===== config.mk =====
export PLATFORM = sky130hd
export DESIGN_NAME = serial_frame_receiver
export DESIGN_NICKNAME = d
export VERILOG_FILES = /design/src/rtl/serial_link_pkg.sv /design/src/rtl/bit_synchronizer.sv /design/src/rtl/serial_frame_receiver.sv
export SDC_FILE = /design/constraint.sdc
export NUM_CORES = 1
export LEC_CHECK = 0
export CAP_MARGIN = 20
export CORE_AREA = 2 2 79 112
export CTS_CLUSTER_SIZE = 28
export DETAILED_ROUTE_END_ITERATION = 6
export DIE_AREA = 0 0 81 114
export PLACE_DENSITY = 0.79
export SETUP_SLACK_MARGIN = 0.1
export SLEW_MARGIN = 20
export SYNTH_ARGS = -nofsm -noshare
export SYNTH_HDL_FRONTEND = slang
export SYNTH_SLANG_ARGS = --single-unit

===== constraint.sdc =====
create_clock -name clk_in -period 4.3 [get_ports clk_in]
set_input_delay 0.86 -clock clk_in [delete_from_list [all_inputs] [get_ports clk_in]]
set_output_delay 0.86 -clock clk_in [all_outputs]
set_load 0.02 [all_outputs]

===== src/rtl/serial_link_pkg.sv =====
// Shared constants and state types for the single-wire ADC frame link.
// Used by both the slave-side serializer and the master-side receiver.
package serial_link_pkg;

    localparam int WORD_W_DEF = 16;
    localparam int FRAME_BITS = 2 * WORD_W_DEF + 2;

    localparam logic START_LEVEL = 1'b0;
    localparam logic STOP_LEVEL  = 1'b1;
    localparam logic IDLE_LEVEL  = 1'b1;

    typedef enum logic [2:0] {
        RX_IDLE,
        RX_START,
        RX_DATA,
        RX_STOP,
        RX_WAIT_HIGH
    } rx_state_e;

endpackage


===== src/rtl/bit_synchronizer.sv =====
// Multi-flop synchronizer for an asynchronous line that idles high.
// Presets to the idle level so reset never looks like a start bit.
module bit_synchronizer
    import serial_link_pkg::*;
#(
    parameter int STAGES = 2
) (
    input  logic clk_in,
    input  logic reset,
    input  logic d_i,
    output logic q_o
);

    logic [STAGES-1:0] sync_q;

    always_ff @(posedge clk_in) begin
        if (reset) begin
            sync_q <= {STAGES{IDLE_LEVEL}};
        end else begin
            sync_q <= {sync_q[STAGES-2:0], d_i};
        end
    end

    assign q_o = sync_q[STAGES-1];

endmodule


===== src/rtl/serial_frame_receiver.sv =====
// Recovers start/payload/stop frames from one slave lane and holds
// each good lower/upper word pair behind a valid/ready register.
module serial_frame_receiver
    import serial_link_pkg::*;
#(
    parameter int CLKS_PER_BIT = 4,
    parameter int WORD_W       = 16,
    parameter int SYNC_STAGES  = 2
) (
    input  logic              clk_in,
    input  logic              reset,
    input  logic              enable,
    input  logic              serial_in,
    output logic [WORD_W-1:0] lower_word,
    output logic [WORD_W-1:0] upper_word,
    output logic              data_valid,
    input  logic              data_ready,
    output logic              framing_error,
    output logic              overrun,
    output logic [15:0]       frame_count
);

    localparam int CW = $clog2(CLKS_PER_BIT);
    localparam int PW = 2 * WORD_W;
    localparam int IW = $clog2(PW);
    localparam logic [CW-1:0] HALF_CNT = CW'(CLKS_PER_BIT / 2 - 1);
    localparam logic [CW-1:0] LAST_CNT = CW'(CLKS_PER_BIT - 1);
    localparam logic [IW-1:0] LAST_BIT = IW'(PW - 1);

    logic              s;
    rx_state_e         state_q;
    logic [CW-1:0]     cnt_q;
    logic [IW-1:0]     bit_q;
    logic [PW-1:0]     shift_q;
    logic              commit_q;
    logic [WORD_W-1:0] lower_q;
    logic [WORD_W-1:0] upper_q;
    logic              valid_q;
    logic              ferr_q;
    logic              ovr_q;
    logic [15:0]       count_q;

    bit_synchronizer #(
        .STAGES(SYNC_STAGES)
    ) u_sync (
        .clk_in(clk_in),
        .reset (reset),
        .d_i   (serial_in),
        .q_o   (s)
    );

    always_ff @(posedge clk_in) begin
        if (reset) begin
            state_q  <= RX_IDLE;
            cnt_q    <= '0;
            bit_q    <= '0;
            shift_q  <= '0;
            commit_q <= 1'b0;
            lower_q  <= '0;
            upper_q  <= '0;
            valid_q  <= 1'b0;
            ferr_q   <= 1'b0;
            ovr_q    <= 1'b0;
            count_q  <= '0;
        end else begin
            ferr_q   <= 1'b0;
            ovr_q    <= 1'b0;
            commit_q <= 1'b0;
            cnt_q    <= (cnt_q == LAST_CNT) ? '0 : cnt_q + 1'b1;

            if (!enable && state_q != RX_IDLE) begin
                state_q <= RX_IDLE;
                cnt_q   <= '0;
            end else begin
                unique case (state_q)
                    RX_IDLE: begin
                        if (enable && s == START_LEVEL) begin
                            state_q <= RX_START;
                            cnt_q   <= '0;
                        end
                    end
                    RX_START: begin
                        // mid-bit recheck rejects short glitches
                        if (cnt_q == HALF_CNT) begin
                            cnt_q <= '0;
                            bit_q <= '0;
                            state_q <= (s == START_LEVEL) ? RX_DATA : RX_IDLE;
                        end
                    end
                    RX_DATA: begin
                        if (cnt_q == LAST_CNT) begin
                            shift_q <= {shift_q[PW-2:0], s};
                            bit_q   <= bit_q + 1'b1;
                            if (bit_q == LAST_BIT) begin
                                state_q <= RX_STOP;
                                cnt_q   <= '0;
                            end
                        end
                    end
                    RX_STOP: begin
                        if (cnt_q == LAST_CNT) begin
                            cnt_q <= '0;
                            if (s == STOP_LEVEL) begin
                                commit_q <= 1'b1;
                                state_q  <= RX_IDLE;
                            end else begin
                                ferr_q  <= 1'b1;
                                state_q <= RX_WAIT_HIGH;
                            end
                        end
                    end
                    RX_WAIT_HIGH: begin
                        if (s == IDLE_LEVEL) begin
                            state_q <= RX_IDLE;
                            cnt_q   <= '0;
                        end
                    end
                    default: state_q <= RX_IDLE;
                endcase
            end

            // a frame landing on a full, unaccepted register is dropped
            if (commit_q) begin
                if (!valid_q || data_ready) begin
                    lower_q <= shift_q[PW-1:WORD_W];
                    upper_q <= shift_q[WORD_W-1:0];
                    valid_q <= 1'b1;
                    count_q <= count_q + 16'd1;
                end else begin
                    ovr_q <= 1'b1;
                end
            end else if (valid_q && data_ready) begin
                valid_q <= 1'b0;
            end
        end
    end

    assign lower_word    = lower_q;
    assign upper_word    = upper_q;
    assign data_valid    = valid_q;
    assign framing_error = ferr_q;
    assign overrun       = ovr_q;
    assign frame_count   = count_q;

endmodule


==> results by group, run 1 <==
GRT
  • Pin count of the biggest net entering global routing: 63
  • Aggregate global routing overflow: 0
  • Aggregate global-route resource usage: 0.1678
  • First-pass GRT wire length: about 12 mm
  • Number of antenna violations at the first check in global routing: 0
  • Via count of the first global-routing pass: 2936

Job
  • Max cap viols: 0

Placement
  • Post-placement setup slack: ~1300 ps
  • RD Place Congestion: about 0.81
  • Port Buffers: between 50 and 60
  • Placed wire-length estimate after detailed placement: 4.809 mm

Worst hold path
  • Worst hold-check path type: register to register

Route
  • Total number of vias: 3124
  • Via density: just over 5
  • First DRT Iteration DRCs: 137
  • Drt pass-1 iters: 4
  • Average wire per cell in the routed design: 12.00 um
  • Routed wire length: 7.262 mm
  • Post-route antenna net violation count: 0
  • DRC Markers: 0

Synth
  • Number of nets produced by synthesis: between 400 and 500
  • Sequential area share after synthesis: 0.5191
  • FF+latch count, synth: 96
  • Dominant cell type by area after synthesis: sky130_fd_sc_hd__dfxtp_1
  • Gate Count Post-Synth: 458
  • Share of Yosys cell area claimed by the top area cell type: 0.5191
  • Netlist area before placement: 0.003702 mm2
  • Most used flip-flop cell after synthesis: sky130_fd_sc_hd__dfxtp_1
  • Mux contribution to synthesized area: 0.003042
  • Syn. warnings: 0
  • EDFF count, synth: 0
  • Synth Area in Compound Gates: 0.1538
  • Post-synthesis share of cell area spent on and, or, nand and nor gates: 0.2511
  • Most area-consuming cells after synthesis: sky130_fd_sc_hd__dfxtp_1 (52%), sky130_fd_sc_hd__nand2_1 (14%), sky130_fd_sc_hd__a21oi_1 (12%), sky130_fd_sc_hd__ha_1 (2.0%), sky130_fd_sc_hd__clkbuf_1 (1.9%)
  • Arithmetic-cell share of the synthesized area counting full adders, half adders and majority gates: 0.02028
  • Main combinational cell family by area after synthesis: simple AND/OR/NAND/NOR gates
  • Post-synthesis share of cell area spent on xor and xnor gates: 0.01183
  • Post-synthesis average cell area: 8.084 um2
  • Post-synthesis async set-or-reset flop share: 0
  • Number of unique standard cell types used by synthesis: 39

Die
  • Core Region: about 0.0083 mm2
  • Count of pins on the block boundary: 56
  • Site row count: 40
  • Total Die Area: 0.009234 mm2
  • Starting density of the core: 0.4456
  • X dimension of the die: a little over 80 um
  • Die extent in y: 114 um

STA
  • Shortest period the worst path allows: 2699 ps
  • Worst max-slew margin expressed relative to the limit: 0.3015
  • Unrepaired setup endpoints after global routing: no
  • Clock skew: between 10 and 15 ps
  • Setup TNS: 0 ps
  • Maximum clock frequency: about 0.37 GHz
  • Worst Setup Slack, final: roughly 1600 ps
  • Final number of hold-violating endpoints: 0
  • Final cycle utilization of the critical path: 0.6276
  • Least-Margin Pin Slew: 1048 ps
  • Setup-failing EPs final: 0
  • Number of pins with negative max-slew slack in the final report: 0

CTS
  • Number of levels in the clock H-tree: 3
  • Number of CTS-inserted buffers: 9
  • Number of cells upsized or downsized after cts: 0
  • Root cell of the clock tree: sky130_fd_sc_hd__clkbuf_16
  • Clk sinks: 96
  • Number of buffers between clock root and the deepest sink: 2
  • CTS tree: done
  • Clock Pin Slew Worst Setup and Hold Paths: ~60 ps
  • Latest clock arrival within the worst-skew pair: about 340 ps
  • Hold-fix buffers at CTS: 0
  • Setup Fix Bufs, Post-CTS: 0

Cells and area
  • Final core utilization: 0.5468
  • Share of final-layout standard cells stronger than drive strength 1: 0.05600
  • Total Nets Final: 507
  • Area growth from synthesis to layout: 22.71%
  • Number of antenna cells inserted: 0

Critical path
  • Arrival @ worst endpoint: approximately 3000 ps
  • Sequence of cells on the critical path: clkdlybuf4s50_1, or3b_1, or2_1, mux2_2, nor2_1
  • Crit-path max FO: 33
  • Category of the worst setup path launch point: input pin
  • Required time worst endpoint: about 4600 ps
  • Crit-path max cell delay: 610 ps
  • Kind of critical path: input pin to register
  • Setup crit end kind: register
  • Cell with the biggest individual delay on the critical path: sky130_fd_sc_hd__or2_1

Power and ir drop
  • Combinational group share of total power: 0.023
  • Leak pwr: roughly 1.4 nW
  • Power per unit of standard cell area: around 370 mW/mm2
  • Switching power: 0.3635 mW
  • Share of total power in the clock network: 0.436
  • Worst VDD drop: a little over 200 uV
  • Proportion of power drawn by flip-flops and latches: 0.542
  • Switching share of power: 0.2188
  • Pwr Total: 1.661 mW
  • Internal portion of total power: 1.298 mW

Status
  • Run status: finished, final reports clean
==> final timing paths <==
check | slack [ps] | cells past startpoint | from | endpoint
setup / recovery | 1600 | 5 | enable | bit_q[0]
hold / removal | 440 | 1 | u_sync.sync_q[0] | u_sync.sync_q[1]
setup reg to reg | 2150 | 4 | state_q[0] | bit_q[0]
hold reg to reg | 440 | 1 | u_sync.sync_q[0] | u_sync.sync_q[1]
==> power groups by stage <==
stage / combinational, mW / sequential [mW] / clock [mW]
after detailed placement: 0.0381 / 0.920 / 0
after floorplan: 0.0307 / 0.917 / 0
after global placement: 0.0368 / 0.919 / 0
after global routing: 0.0434 / 0.900 / 0.772
after CTS: 0.0381 / 0.899 / 0.737
final: 0.0377 / 0.900 / 0.724
==> cells in the final DEF, fill, tap and decap left out, drive strengths merged <==
master         count
nand4b             1
or4                2
clkbuf             9
or4b               1
nor2b              1
nand4              4
and2               3
clkinv             2
nor2               9
and4               3
dfxtp             96
o211ai             1
o21bai             2
o21ai             10
inv                8
and3               3
buf                3
nor3               6
xnor2              2
clkinvlp           3
nor3b              1
nand3              7
clkdlybuf4s50     54
a22oi              1
nand2            142
or3b               3
o31ai              3
mux2               1
nor4bb             1
a21oi             86
nand2b             5
xor2               3
a311oi             3
or2                3
o21ba              1
nand3b             3
ha                 6
or3                8
==> metrics by stage <==
stage | std cells | hold WS, ps | instance area (um2)
after floorplan | 458 | 389.5 | 3702
after global placement | 590 | 392.9 | 4269
after detailed placement | 590 | 412.8 | 4269
after CTS | 605 | 426.6 | 4539
after global routing | 605 | 441.2 | 4543
final | 605 | 437.2 | 4543
==> metal layers <==
metal | up-vias | part of all wire | global-route usage
met1 | 1461 | 0.45 | 0.1856
met2 | 47 | 0.50 | 0.2953
met5 | - | 0 | 0
met4 | 0 | 0.017 | 0.09718
li1 | 1607 | - | -
met3 | 9 | 0.028 | 0.02848
==> cell type report <==
class                           instances  area (um2)
Timing Repair Buffer                   57       560.5
Clock inverter                          6       45.04
Sequential cell                        96        1922
Inverter                                7       26.28
Fill cell                             796        3765
Multi-Input combinational cell        325        1633
Tap cell                              105       131.4
Clock buffer                            9       225.2
==> registers in the layout, indices dropped and copies added, names as in the netlist <==
register       flops
data_valid         1
framing_error      1
upper_word        16
u_sync.sync_q      2
frame_count       16
bit_q              5
cnt_q              2
overrun            1
lower_word        16
state_q            3
commit_q           1
shift_q           32
==> worst max-delay path, delay by kind of cell <==
family        cells  cell delay, ps
mux               1             450
buf+inv           1             530
simple gates      3            1110
==> synth_stat cells (all sizes together) (2+ instances only) <==
cell    number
nand2      142
dfxtp       96
a21oi       86
clkbuf      19
buf         11
o21ai       10
nor2         9
or3          8
inv          7
nand3        7
ha           6
nor3         6
nand2b       5
nand4        4
a311oi       3
and2         3
and3         3
and4         3
nand3b       3
o31ai        3
or2          3
or3b         3
xor2         3
o21bai       2
or4          2
xnor2        2
==> cell families (layout without fill, tap and decap cells) <==
family          after synthesis  after routing
compound gates              107            107
xor+xnor                      5              5
fa+ha+maj                     6              6
buf+inv                      37             79
flops                        96             96
mux                           1              1
simple gates                206            206
(Power assumes the default switching activity.)
==> run 2: changes to the inputs <==
--- a/config.mk
+++ b/config.mk
@@ -10,7 +10,7 @@
 export CTS_CLUSTER_SIZE = 28
 export DETAILED_ROUTE_END_ITERATION = 6
 export DIE_AREA = 0 0 81 114
-export PLACE_DENSITY = 0.79
+export PLACE_DENSITY = 0.82
 export SETUP_SLACK_MARGIN = 0.1
 export SLEW_MARGIN = 20
 export SYNTH_ARGS = -nofsm -noshare
==> constraint.sdc (replaced) <==
create_clock -name clk_in -period 2.4 [get_ports clk_in]
set_input_delay 0.48 -clock clk_in [delete_from_list [all_inputs] [get_ports clk_in]]
set_output_delay 0.48 -clock clk_in [all_outputs]
set_load 0.02 [all_outputs]
==> results by group, run 2 (synthesis gave the netlist of run 1 again) <==
Route
  • Total number of vias: 3137
  • Routed wire length: 7.330 mm
  • DRC Markers: 0
  • Drt pass-1 iters: 5
  • Average wire per cell in the routed design: 12.00 um
  • Post-route antenna net violation count: 0
  • Via density: a little over 5
  • First DRT Iteration DRCs: ~190

STA
  • Worst Setup Slack, final: between 400 and 500 ps
  • Number of pins with negative max-slew slack in the final report: 0
  • Least-Margin Pin Slew: 525.5 ps
  • Worst max-slew margin expressed relative to the limit: 0.6497
  • Maximum clock frequency: approximately 0.52 GHz
  • Shortest period the worst path allows: 1908 ps
  • Setup TNS: 0 ps
  • Final cycle utilization of the critical path: 0.7951
  • Clock skew: 6.387 ps
  • Final number of hold-violating endpoints: 0
  • Unrepaired setup endpoints after global routing: no
  • Setup-failing EPs final: 0
  • Hold_ws: approximately 400 ps

CTS
  • Hold-fix buffers at CTS: 0
  • Latest clock arrival within the worst-skew pair: between 300 and 400 ps
  • Number of CTS-inserted buffers: 9
  • Root cell of the clock tree: sky130_fd_sc_hd__clkbuf_16
  • Number of buffers between clock root and the deepest sink: 2
  • Clock Pin Slew Worst Setup and Hold Paths: 70 ps
  • Setup Fix Bufs, Post-CTS: 0
  • CTS tree: done
  • Number of cells upsized or downsized after cts: 0
  • Clk sinks: 96
  • Number of levels in the clock H-tree: 3

Worst hold path
  • Hold endpoint: u_sync.sync_q[1]
  • Worst hold-check path type: register to register
  • Startpoint of the lowest-slack hold path: u_sync.sync_q[0]
  • Instance count along the most critical hold path: 1

Die
  • Starting density of the core: 0.4456
  • Die extent in y: 114 um
  • X dimension of the die: just over 80 um
  • Total Die Area: between 0.009 and 0.01 mm2
  • Site row count: 40
  • Count of pins on the block boundary: 56
  • Core Region: a little over 0.008 mm2

Critical path
  • Worst flop-to-flop path startpoint: state_q[0]
  • Setup crit end kind: output pin
  • FF-to-FF path depth: 5
  • Required time worst endpoint: ~1900 ps
  • Category of the worst setup path launch point: register
  • Register-to-register setup slack: 670 ps
  • Crit-path max FO: 6
  • End of the worst register-to-register path: shift_q[8]
  • Cell with the biggest individual delay on the critical path: sky130_fd_sc_hd__clkdlybuf4s50_1
  • CP Buf/Inv Count: 1
  • Kind of critical path: register to output pin
  • Sequence of cells on the critical path: clkdlybuf4s50_1
  • Crit-path leading delay family: buffers and inverters
  • Crit-path max cell delay: between 600 and 700 ps
  • Arrival @ worst endpoint: 1430 ps

GRT
  • Grt met2 use: 0.2904
  • Top Usage Layer GRT: met2
  • Aggregate global routing overflow: 0
  • First-pass GRT wire length: 12.49 mm
  • Via count of the first global-routing pass: 2864
  • Aggregate global-route resource usage: 0.1688
  • Number of antenna violations at the first check in global routing: 0
  • Grt met1 use: 0.1928
  • Met3 Use GR: 0.04193
  • Pin count of the biggest net entering global routing: 65

Cells and area
  • Share of final-layout standard cells stronger than drive strength 1: 0.06126
  • Largest register FFs: 32
  • Total Nets Final: 512
  • Most common cell after layout, fill and taps aside: sky130_fd_sc_hd__nand2_1
  • Number of antenna cells inserted: 0
  • Fill cell instance count of the final layout: roughly 800
  • Area growth from synthesis to layout: 24.70%
  • Reg with most FFs: shift_q
  • Top library cells by usage in the layout, fill and taps aside: sky130_fd_sc_hd__nand2_1 (142), sky130_fd_sc_hd__dfxtp_1 (96), sky130_fd_sc_hd__a21oi_1 (86)

Power and ir drop
  • Share of total power in the clock network: 0.442
  • Switching share of power: 0.2158
  • Power per unit of standard cell area: 653.5 mW/mm2
  • Proportion of power drawn by flip-flops and latches: 0.534
  • Leak pwr: 1.489 nW
  • Switching power: 0.6512 mW
  • Combinational group share of total power: 0.024
  • Internal portion of total power: 2.366 mW
  • Worst VDD drop: between 400 and 500 uV

Job
  • Max cap viols: 0

Placement
  • RD Place Congestion: between 0.8 and 0.9
  • Port Buffers: 55
  • Post-placement setup slack: 169.0 ps
  • Placed wire-length estimate after detailed placement: ~5 mm

Status
  • Run status: finished, final reports clean
==> run 2: cell count changes in the layout (fill, tap and decap cells not counted), sizes merged <==
cell and delta:
clkinv +2, clkbuf +2, inv -1, buf +5, clkinvlp -2
==> run 2: metal layers <==
metal  vias up  part of all wire
li1       1617                 -
met1      1443              0.43
met2        65              0.50
met3        12             0.043
met4         0             0.023
met5         -                 0
==> run 2: final cells by class <==
cell class / instances / area [um2] / area share
clock inverter: 5 / 42.54 / 0.009214
tap: 105 / 131.4 / 0.02846
timing repair buffer: 62 / 623.1 / 0.1350
sequential: 96 / 1922 / 0.4163
inverter: 7 / 26.28 / 0.005691
clock buffer: 11 / 242.7 / 0.05257
multi-input combinational: 325 / 1629 / 0.3528
==> run 2: worst max-delay path by stage <==
stage,startpoint,to,slack (ps),cells past startpoint
after floorplan,enable,shift_q[10],790,6
after global placement,enable,shift_q[29],210,6
after detailed placement,enable,shift_q[22],170,6
after CTS,frame_count[3],frame_count[3],480,1
after global routing,data_ready,frame_count[15],410,5
final,frame_count[3],frame_count[3],490,1
==> run 2: power groups by stage <==
stage / Combinational [mW] / Sequential, mW / Clock (mW)
CTS: 0.0730 / 1.61 / 1.36
detailed placement: 0.0730 / 1.65 / 0
global placement: 0.0687 / 1.65 / 0
floorplan: 0.0549 / 1.64 / 0
global route: 0.0810 / 1.61 / 1.42
finish: 0.0722 / 1.61 / 1.33
==> run 2: through the flow <==
step | util | cell area (um2) | power, mW | instances
after floorplan | - | 3702 | 1.697 | 458
after global placement | 0.5214 | 4332 | 1.716 | 595
after detailed placement | 0.5214 | 4332 | 1.721 | 595
after CTS | 0.5557 | 4617 | 3.048 | 611
after global routing | 0.5557 | 4617 | 3.118 | 611
final | 0.5557 | 4617 | 3.017 | 611
==> run 3: changes to the inputs <==
--- a/config.mk
+++ b/config.mk
@@ -10,7 +10,7 @@
 export CTS_CLUSTER_SIZE = 28
 export DETAILED_ROUTE_END_ITERATION = 6
 export DIE_AREA = 0 0 81 114
-export PLACE_DENSITY = 0.82
+export PLACE_DENSITY = 0.79
 export SETUP_SLACK_MARGIN = 0.1
 export SLEW_MARGIN = 20
 export SYNTH_ARGS = -nofsm -noshare
==> constraint.sdc (replaced) <==
create_clock -name clk_in -period 1.95 [get_ports clk_in]
set_input_delay 0.39 -clock clk_in [delete_from_list [all_inputs] [get_ports clk_in]]
set_output_delay 0.39 -clock clk_in [all_outputs]
set_load 0.02 [all_outputs]
==> results by group, run 3 (synthesis gave the netlist of run 1 again) <==
Status
  • Run status: finished, final reports clean

CTS
  • CTS tree: done
  • Number of buffers between clock root and the deepest sink: 2
  • Number of levels in the clock H-tree: 3
  • Clock Pin Slew Worst Setup and Hold Paths: about 60 ps
  • Latest clock arrival within the worst-skew pair: 340 ps
  • Number of cells upsized or downsized after cts: 0
  • Root cell of the clock tree: sky130_fd_sc_hd__clkbuf_16
  • Number of CTS-inserted buffers: 9
  • Setup Fix Bufs, Post-CTS: 0
  • Clk sinks: between 90 and 100
  • Hold-fix buffers at CTS: 0

STA
  • Worst Setup Slack, final: 144.1 ps
  • Maximum clock frequency: 0.5537 GHz
  • Shortest period the worst path allows: 1806 ps
  • Clock skew: around 4.5 ps
  • Hold_ws: 407.7 ps
  • Worst max-slew margin expressed relative to the limit: 0.6920
  • Unrepaired setup endpoints after global routing: no
  • Setup-failing EPs final: 0
  • Least-Margin Pin Slew: 461.1 ps
  • Number of pins with negative max-slew slack in the final report: 0
  • Final cycle utilization of the critical path: 0.9261
  • Setup TNS: 0 ps
  • Final number of hold-violating endpoints: 0

Critical path
  • Required time worst endpoint: between 1500 and 2000 ps
  • Sequence of cells on the critical path: clkdlybuf4s50_1
  • Setup crit end kind: output pin
  • Register-to-register setup slack: 350 ps
  • Crit-path max cell delay: 670 ps
  • Crit-path max FO: 6
  • Crit-path leading delay family: buffers and inverters
  • End of the worst register-to-register path: shift_q[13]
  • CP Buf/Inv Count: 1
  • FF-to-FF path depth: 5
  • Arrival @ worst endpoint: 1420 ps
  • Category of the worst setup path launch point: register
  • Kind of critical path: register to output pin
  • Cell with the biggest individual delay on the critical path: sky130_fd_sc_hd__clkdlybuf4s50_1
  • Worst flop-to-flop path startpoint: state_q[0]

Cells and area
  • Most common cell after layout, fill and taps aside: sky130_fd_sc_hd__nand2_1
  • Share of final-layout standard cells stronger than drive strength 1: 0.07782
  • Top library cells by usage in the layout, fill and taps aside: sky130_fd_sc_hd__nand2_1 (142), sky130_fd_sc_hd__dfxtp_1 (96), sky130_fd_sc_hd__a21oi_1 (86)
  • Reg with most FFs: shift_q
  • Number of antenna cells inserted: 0
  • Largest register FFs: 32
  • Final std cell area, no fill: about 0.0047 mm2
  • Total Nets Final: 520
  • Area growth from synthesis to layout: 26.93%

Die
  • Core Region: a little over 0.008 mm2
  • Site row count: 40
  • Starting density of the core: 0.4456
  • Total Die Area: 0.009234 mm2
  • Count of pins on the block boundary: 56
  • X dimension of the die: 81 um
  • Die extent in y: ~110 um

GRT
  • Pin count of the biggest net entering global routing: 70
  • Aggregate global-route resource usage: 0.1746
  • Via count of the first global-routing pass: between 3000 and 4000
  • Aggregate global routing overflow: 0
  • First-pass GRT wire length: between 10 and 15 mm
  • Met3 Use GR: 0.04984
  • Grt met2 use: 0.3003
  • Top Usage Layer GRT: met2
  • Grt met1 use: 0.1941
  • Number of antenna violations at the first check in global routing: 0

Route
  • DRC Markers: 0
  • Total number of vias: 3164
  • Average wire per cell in the routed design: 11.89 um
  • Drt pass-1 iters: 4
  • Via density: around 5
  • Post-route antenna net violation count: 0
  • First DRT Iteration DRCs: 160
  • Routed wire length: 7.359 mm

Placement
  • Area of placed instances: 0.004417 mm2
  • Post-placement setup slack: -89.81 ps
  • RD Place Congestion: 0.8744
  • Port Buffers: 55
  • Placed wire-length estimate after detailed placement: between 5 and 6 mm

Worst hold path
  • Hold endpoint: u_sync.sync_q[1]
  • Instance count along the most critical hold path: 1
  • Worst hold-check path type: register to register
  • Startpoint of the lowest-slack hold path: u_sync.sync_q[0]

Power and ir drop
  • Proportion of power drawn by flip-flops and latches: 0.533
  • Worst VDD drop: 562.8 uV
  • Power per unit of standard cell area: 790.8 mW/mm2
  • Switching share of power: 0.2170
  • Internal portion of total power: 2.910 mW
  • Share of total power in the clock network: 0.442
  • Switching power: a little over 0.8 mW
  • Combinational group share of total power: 0.025
  • Leak pwr: 1.544 nW

Job
  • Max cap viols: 0
==> run 3: cell types whose count changed in the layout (fill, tap and decap cells not counted), sizes merged <==
cell / previous run / this run
inv: 7 / 8
clkbuf: 11 / 10
buf: 8 / 16
==> run 3: worst max path at each step <==
stage                         from              end  slack, ps  depth (start not counted)
floorplan           frame_count[7]  frame_count[13]        410                          4
global placement            enable      shift_q[28]        -30                          6
detailed placement          enable       shift_q[1]        -90                          6
CTS                 frame_count[2]   frame_count[2]        130                          1
global route        frame_count[6]   frame_count[6]        110                          1
finish              frame_count[3]   frame_count[3]        140                          1
==> run 3: cell type report <==
cell class                 instances  area, um2
fill                             774       3608
sequential                        96       1922
multi-input combinational        325       1629
timing repair buffer              70      708.2
clock buffer                      10      239.0
tap                              105      131.4
clock inverter                     6      43.79
inverter                           7      26.28
==> run 3: power groups by stage <==
stage,Combinational (mW),Clock [mW],Sequential (mW)
after CTS,0.0945,1.69,1.98
after detailed placement,0.0942,0,2.03
after floorplan,0.0676,0,2.02
final,0.0929,1.64,1.98
after global routing,0.104,1.75,1.98
after global placement,0.0894,0,2.03
==> run 3: stage by stage <==
stage | power (mW) | util | instances
finish | 3.716 | 0.5657 | 619
global route | 3.841 | 0.5657 | 619
CTS | 3.768 | 0.5657 | 619
detailed placement | 2.121 | 0.5316 | 603
global placement | 2.114 | 0.5316 | 603
floorplan | 2.089 | - | 458
==> run 3: metal layers <==
layer	wire length, um	vias to the layer above
met5	0	-
met4	171	0
met3	283	15
li1	-	1635
met1	3094	1461
met2	3810	53
